$ cat src/rtl/mux4_sel_seq.sv
// Select sequencer for a 4:1 mux: steps s1/s0 through channels a..d.
// Optional channel-mask feature enabled with `define MUX_SEQ_MASK_EN.
module mux4_sel_seq #(
   parameter int DWELL_W = 8
) (
   input  logic               clk,
   input  logic               rst,
   input  logic               start,
   input  logic               stop,
   input  logic               continuous,
   input  logic [DWELL_W-1:0] dwell,
`ifdef MUX_SEQ_MASK_EN
   input  logic [3:0]         ch_mask,
`endif
   output logic               s1,
   output logic               s0,
   output logic               busy,
   output logic               sample,
   output logic               done
);

   typedef enum logic {
      IDLE = 1'b0,
      RUN  = 1'b1
   } state_t;

   state_t             state_q, state_d;
   logic [1:0]         sel_q, sel_d;
   logic [DWELL_W-1:0] cnt_q, cnt_d;
   logic [DWELL_W-1:0] dwell_q, dwell_d;
   logic               busy_q, busy_d;
   logic               done_q, done_d;
   logic [3:0]         mask_q;
   logic [3:0]         start_mask;

`ifdef MUX_SEQ_MASK_EN
   logic [3:0] mask_d;
   assign start_mask = ch_mask;
`else
   assign mask_q     = 4'hF;
   assign start_mask = 4'hF;
`endif

   // Lowest enabled channel; only meaningful when m is non-zero.
   function automatic logic [1:0] first_idx(input logic [3:0] m);
      first_idx = 2'd0;
      for (int i = 3; i >= 0; i--) begin
         if (m[i]) first_idx = 2'(i);
      end
   endfunction

   // {found, idx} of the lowest enabled channel above cur.
   function automatic logic [2:0] next_idx(input logic [3:0] m,
                                           input logic [1:0] cur);
      next_idx = 3'b000;
      for (int i = 3; i >= 0; i--) begin
         if (m[i] && (i > int'(cur))) next_idx = {1'b1, 2'(i)};
      end
   endfunction

   logic [2:0] nxt;
   assign nxt = next_idx(mask_q, sel_q);

   // Next-state and datapath decision for the scan FSM.
   always_comb begin
      state_d = state_q;
      sel_d   = sel_q;
      cnt_d   = cnt_q;
      dwell_d = dwell_q;
      busy_d  = busy_q;
      done_d  = 1'b0;
`ifdef MUX_SEQ_MASK_EN
      mask_d  = mask_q;
`endif
      unique case (state_q)
         IDLE: begin
            if (start && !stop) begin
`ifdef MUX_SEQ_MASK_EN
               mask_d = ch_mask;
`endif
               if (|start_mask) begin
                  state_d = RUN;
                  sel_d   = first_idx(start_mask);
                  cnt_d   = dwell;
                  dwell_d = dwell;
                  busy_d  = 1'b1;
               end else begin
                  // Nothing to visit: finish immediately.
                  done_d = 1'b1;
               end
            end
         end
         RUN: begin
            if (stop) begin
               state_d = IDLE;
               busy_d  = 1'b0;
            end else if (cnt_q == '0) begin
               if (nxt[2]) begin
                  sel_d = nxt[1:0];
                  cnt_d = dwell_q;
               end else if (continuous) begin
                  sel_d = first_idx(mask_q);
                  cnt_d = dwell_q;
               end else begin
                  state_d = IDLE;
                  busy_d  = 1'b0;
                  done_d  = 1'b1;
               end
            end else begin
               cnt_d = cnt_q - DWELL_W'(1);
            end
         end
         default: begin
            state_d = IDLE;
            busy_d  = 1'b0;
         end
      endcase
   end

   // State and registered outputs; reset aborts any scan without done.
   always_ff @(posedge clk) begin
      if (rst) begin
         state_q <= IDLE;
         sel_q   <= 2'd0;
         cnt_q   <= '0;
         dwell_q <= '0;
         busy_q  <= 1'b0;
         done_q  <= 1'b0;
`ifdef MUX_SEQ_MASK_EN
         mask_q  <= 4'h0;
`endif
      end else begin
         state_q <= state_d;
         sel_q   <= sel_d;
         cnt_q   <= cnt_d;
         dwell_q <= dwell_d;
         busy_q  <= busy_d;
         done_q  <= done_d;
`ifdef MUX_SEQ_MASK_EN
         mask_q  <= mask_d;
`endif
      end
   end

   assign s1     = sel_q[1];
   assign s0     = sel_q[0];
   assign busy   = busy_q;
   assign done   = done_q;
   assign sample = (state_q == RUN) && (cnt_q == '0);

endmodule

$ cat config.mk
export PLATFORM = sky130hd
export DESIGN_NAME = mux4_sel_seq
export DESIGN_NICKNAME = d
export VERILOG_FILES = /design/src/rtl/mux4_sel_seq.sv
export SDC_FILE = /design/constraint.sdc
export NUM_CORES = 1
export LEC_CHECK = 0
export CAP_MARGIN = 0
export CORE_ASPECT_RATIO = 0.7
export CORE_MARGIN = 3
export CORE_UTILIZATION = 30
export CTS_CLUSTER_SIZE = 24
export DETAILED_ROUTE_END_ITERATION = 8
export PLACE_DENSITY = 0.51
export SETUP_SLACK_MARGIN = 0.2
export SLEW_MARGIN = 40
export SYNTH_ARGS = -nofsm -noshare
export SYNTH_HDL_FRONTEND = slang
export SYNTH_SLANG_ARGS = --single-unit
$ cat constraint.sdc
create_clock -name clk -period 2.9 [get_ports clk]
set_input_delay 0.435 -clock clk [delete_from_list [all_inputs] [get_ports clk]]
set_output_delay 0.435 -clock clk [all_outputs]
set_load 0.01 [all_outputs]
* Yosys cells after proc, flatten, opt, wreduce, memory -nomap -nowiden
Index checks and enable logic that the tools add are counted.
** Operators by class
- $add $sub $neg :: 1
- Multipliers :: 0
- Div/mod/pow operators :: 0
- Magnitude comparators :: 3
- Eq/ne operators :: 8
- Shift operators :: 0
- Multiplexer cells :: 32
- Bitwise logic cells :: 1
- Reductions and logical operators :: 8
** Operators with widths (number)
- 8-bit two-way mux :: 5
- 8-bit case mux with 2 select lines :: 1
- 1-bit two-way mux :: 14
- 2-bit two-way mux :: 5
- 3-bit two-way mux :: 3
- 8-bit zero test :: 1
- 4-bit AND reduction :: 2
- 8-bit by 1-bit subtractor with 8-bit output, second input constant :: 1
- 3-bit by 2-bit inequality test with 1-bit output, second input constant :: 2
- 3-bit inequality test, second input constant :: 2
- 1-bit case mux with 2 select lines :: 3
- 2-bit greater-than comparator, first input constant :: 2
- 2-bit inequality test, second input constant :: 2
- 4-bit inequality test, second input constant :: 1
- 2-bit case mux with 2 select lines :: 1
- 3-bit AND reduction :: 1
- 1-bit by 2-bit greater-than comparator with 1-bit output, first input constant :: 1
- 1-bit logical AND :: 2
- 2-bit by 1-bit inequality test with 1-bit output, second input constant :: 1
- 2-bit AND reduction :: 1
- 1-bit zero test :: 1
- 1-bit inverter :: 1
** Word-level totals
- Bits in registers :: 21
- Latch bits :: 0
- Bits in writable memories :: 0
- ROM bits :: 0
- Bits of input ports :: 13
- Output and inout port bits :: 5
- Word-level logic and storage cells :: 59
- Memories kept :: 0

* Depth between registers and ports, before layout
- Depth in word-level cells :: 8
- Depth in mapped cells :: 8
- Mapped depth without buffers :: 7

* Worst setup path before layout
No wires, ideal clock.
- Path type :: flip-flop to output port
- Start point :: reg cnt_q[0]
- End point :: out sample
- Arrival :: 1.653 ns
- Required time :: 2.465 ns
- Setup slack :: 0.812 ns
- Cell stages (with the launch flop) :: 7
- Buffers on the path :: 1
- Path through :: dfxtp_1 inv_1 ha_1 or3b_2 or2_0 clkbuf_1 nor2_1
** Between the ends
- Word-level cells in the longest chain between the ends :: 2
** Ends and longest elaborated chain
- start, declared :: RTL line 29 : logic [DWELL_W-1:0] cnt_q, cnt_d;
- start signal, assigned :: RTL line 135 : cnt_q <= cnt_d;
- 8-bit zero test :: RTL line 149 : assign sample = (state_q == RUN) && (cnt_q == '0);
- 1-bit logical AND :: RTL line 149
- end, declared :: RTL line 18 : output logic sample,
No other way between the ends.

* Final worst setup path
Ends and elaborated chain as after synthesis.

==> results.yml <==
grt:
  grt_antenna_before_repair: 0
  grt_pass1_vias: 946
  track_usage_pct: 13.2
  grt_pass1_wl_um: 4590
  grt_max_degree: 22
  overflow: 0
synth:
  synthSimpleGateAreaFrac_pct: 26.1
  synth_most_common_cell: "nand2_1"
  netlist_area_um2: 1100
  synthAdderAreaFrac_pct: 3.40
  yosys.area.top_type: "dfxtp_1"
  synthTopCellsByArea: "dfxtp_1, nand2_1, a21oi_1, nor2_1, ha_1"
  synth_top_family_by_area: "simple AND/OR/NAND/NOR gates"
  syn_inst: 142
  synth_area_per_cell_um2: 7.77
  synthMuxAreaShare_pct: 0.907
  async_reset_ff_share_pct: 0
  synth_cell_types: 35
  synth_compound_area_share_pct: 23.4
  synth_edf_count: 0
  yosys.area_share.xor_xnor_pct: 3.17
  ys.warnings.count: 0
  ys_seq_elements: 21
  synth_fp_nets: 158
  yosysSeqAreaShare_pct: 38.1
  synth_commonest_cells: "nand2_1, dfxtp_1, a21oi_1"
  netlist.area_leader.share_pct: 38.1
  synthFlopType: "dfxtp_1"
floorplan:
  die_w_um: 78.5
  io_pins: 18
  rows: 17
  die-area_um2: 4450
  initial_core_util_pct: 33.0
  core_um2: 3340
  die_h_um: 56.7
clocking:
  clock_latency_ps: 270
  cts_setup_buffers: 0
  cts.clk_slew.worst_paths_ps: 80
  clock_sink_count: 21
  cts_max_level: 1
  cts-resized-gates: 1
  tritoncts: "done"
  hold_buffers: 0
  cts_root_buf: "clkbuf_8"
  cts_max_path_buffers: 2
  numCtsBuffers: 3
layout:
  nets: 175
  multiInputGateArea_um2: 628
  antennaDiodeCount: 0
  seqCellArea_um2: 420
  area_delta_synth_final_pct: 24.0
  nFillCells: 364
  drive_gt1_share_pct: 10.1
placement:
  io_buffer_count: 17
  gp_congestion: 0.782
  hpwl_um: 1960
critical_path:
  required_ps: 2470
  crit_arrival_ps: 2070
  path_max_fanout: 7
  startpoint_type: "flip-flop"
  cp-end-kind: "primary output"
  path_class: "flip-flop to primary output"
pwr:
  clock_power_share_pct: 29.2
  comb_power_share_pct: 24.0
  peakVddDrop_mv: 0.177
  leakage_uw: 0.000493
  power.density_nw_per_um2: 503
  swShare_pct: 30.7
  p_seq_share_pct: 46.8
  internal-power_uw: 476
  p_switching_uw: 211
sta:
  rsz0062_at_grt: "false"
  finalCritPeriodShare_pct: 86.5
  worstMarginPinSlew_ps: 486
  slew_headroom_pct: 67.6
  fmax_mhz: 399
  setup_tns_ps: 0
  skew_ps: 4.75
  post-route-min-period_ps: 2510
  setup_viol: 0
  hold_violations: 0
  slew_viol_final: 0
  whs_ps: 465
flow_run:
  cap_viol_max_count: 0
route:
  wl_per_cell_um: 13.2
  finalWirelength_um: 2700
  ant_nets: 0
  drtIter0Drc: 61
  vias: 987
  remaining_drc_errors: 0
  viasPerCell: 4.81
  dr.pass1.iters: 4
outcome:
  status: "finished clean"
hold_path:
  min_path_type: "flip-flop to flip-flop"
[registers in the layout, indices dropped and copies added, names as in the netlist]
register	count
busy	1
cnt_q	8
done	1
dwell_q	8
sel_q	2
state_q	1
[routing by layer]
metal | track usage [%] | wire [um]
met4 | 2.24 | 14
met1 | 19.1 | 1450
met3 | 4.97 | 125
met5 | 0 | 0
met2 | 18.5 | 1110
[cell usage in the layout, fill, tap and decap left out, types with 2 or more instances in the layout]
master / synthesis / routed
nand2_1: 29 / 29
dfxtp_1: 21 / 21
a21oi_1: 15 / 15
clkdlybuf4s50_1: 0 / 15
nor2_1: 13 / 13
inv_1: 5 / 5
nor3_1: 5 / 5
nand3_1: 4 / 4
o211ai_1: 4 / 4
a311oi_1: 4 / 4
buf_4: 0 / 4
o21ai_0: 3 / 3
xnor2_1: 3 / 3
ha_1: 3 / 3
clkbuf_8: 0 / 3
nand2b_1: 2 / 2
o221ai_1: 2 / 2
a211oi_2: 2 / 2
[per-stage QoR]
stage / utilization, % / instance area (um^2) / instances / power (uW) / setup slack (ps)
floorplan: - / 1100 / 142 / 440 / 812
global placement: 39.7 / 1330 / 201 / 494 / 470
detailed placement: 39.7 / 1330 / 201 / 494 / 412
CTS: 41.1 / 1370 / 205 / 699 / 376
global route: 41.0 / 1370 / 205 / 731 / 243
finish: 41.0 / 1370 / 205 / 688 / 391
[power groups by stage]
stage          Clock (uW)  Sequential [uW]  Combinational (uW)
5_1_grt               222              325                 185
6_report              201              322                 165
3_3_place_gp            0              327                 167
4_1_cts               211              322                 166
3_5_place_dp            0              328                 166
2_1_floorplan           0              325                 116
[final cells by class]
cell class | instances | area share, %
clock buffers | 3 | 3.02
clock inverters | 1 | 0.548
inverters | 5 | 1.37
multi-input cells | 107 | 45.9
flip-flops and latches | 21 | 30.7
well taps | 47 | 4.30
repair buffers | 21 | 14.2
[critical path: stages, from the launching register on]
cell,delay (ps)
dfxtp_1,380
inv_1,100
ha_1,220
or3b_2,510
or2_0,240
nor2_1,90
dlygate4sd2_1,270
[final timing paths]
check	startpoint	to	slack, ps	cells past startpoint
hold / removal	dwell_q[4]$_SDFFE_PP0P_	dwell_q[4]$_SDFFE_PP0P_	470	2
setup / recovery	cnt_q[0]$_SDFFE_PP0P_	sample	390	6
hold reg to reg	dwell_q[4]$_SDFFE_PP0P_	dwell_q[4]$_SDFFE_PP0P_	470	2
setup reg to reg	cnt_q[0]$_SDFFE_PP0P_	cnt_q[7]$_SDFFE_PP0P_	610	7
[cells by family after synthesis]
family / count (synthesis)
muxes: 1
DFF: 21
xor gates and xnor gates: 4
adders and majority gates: 3
and+or+nand+nor: 63
buffers and inverters: 14
AOI/OAI and AO/OA: 36
Power figures use the tool's default switching activity.
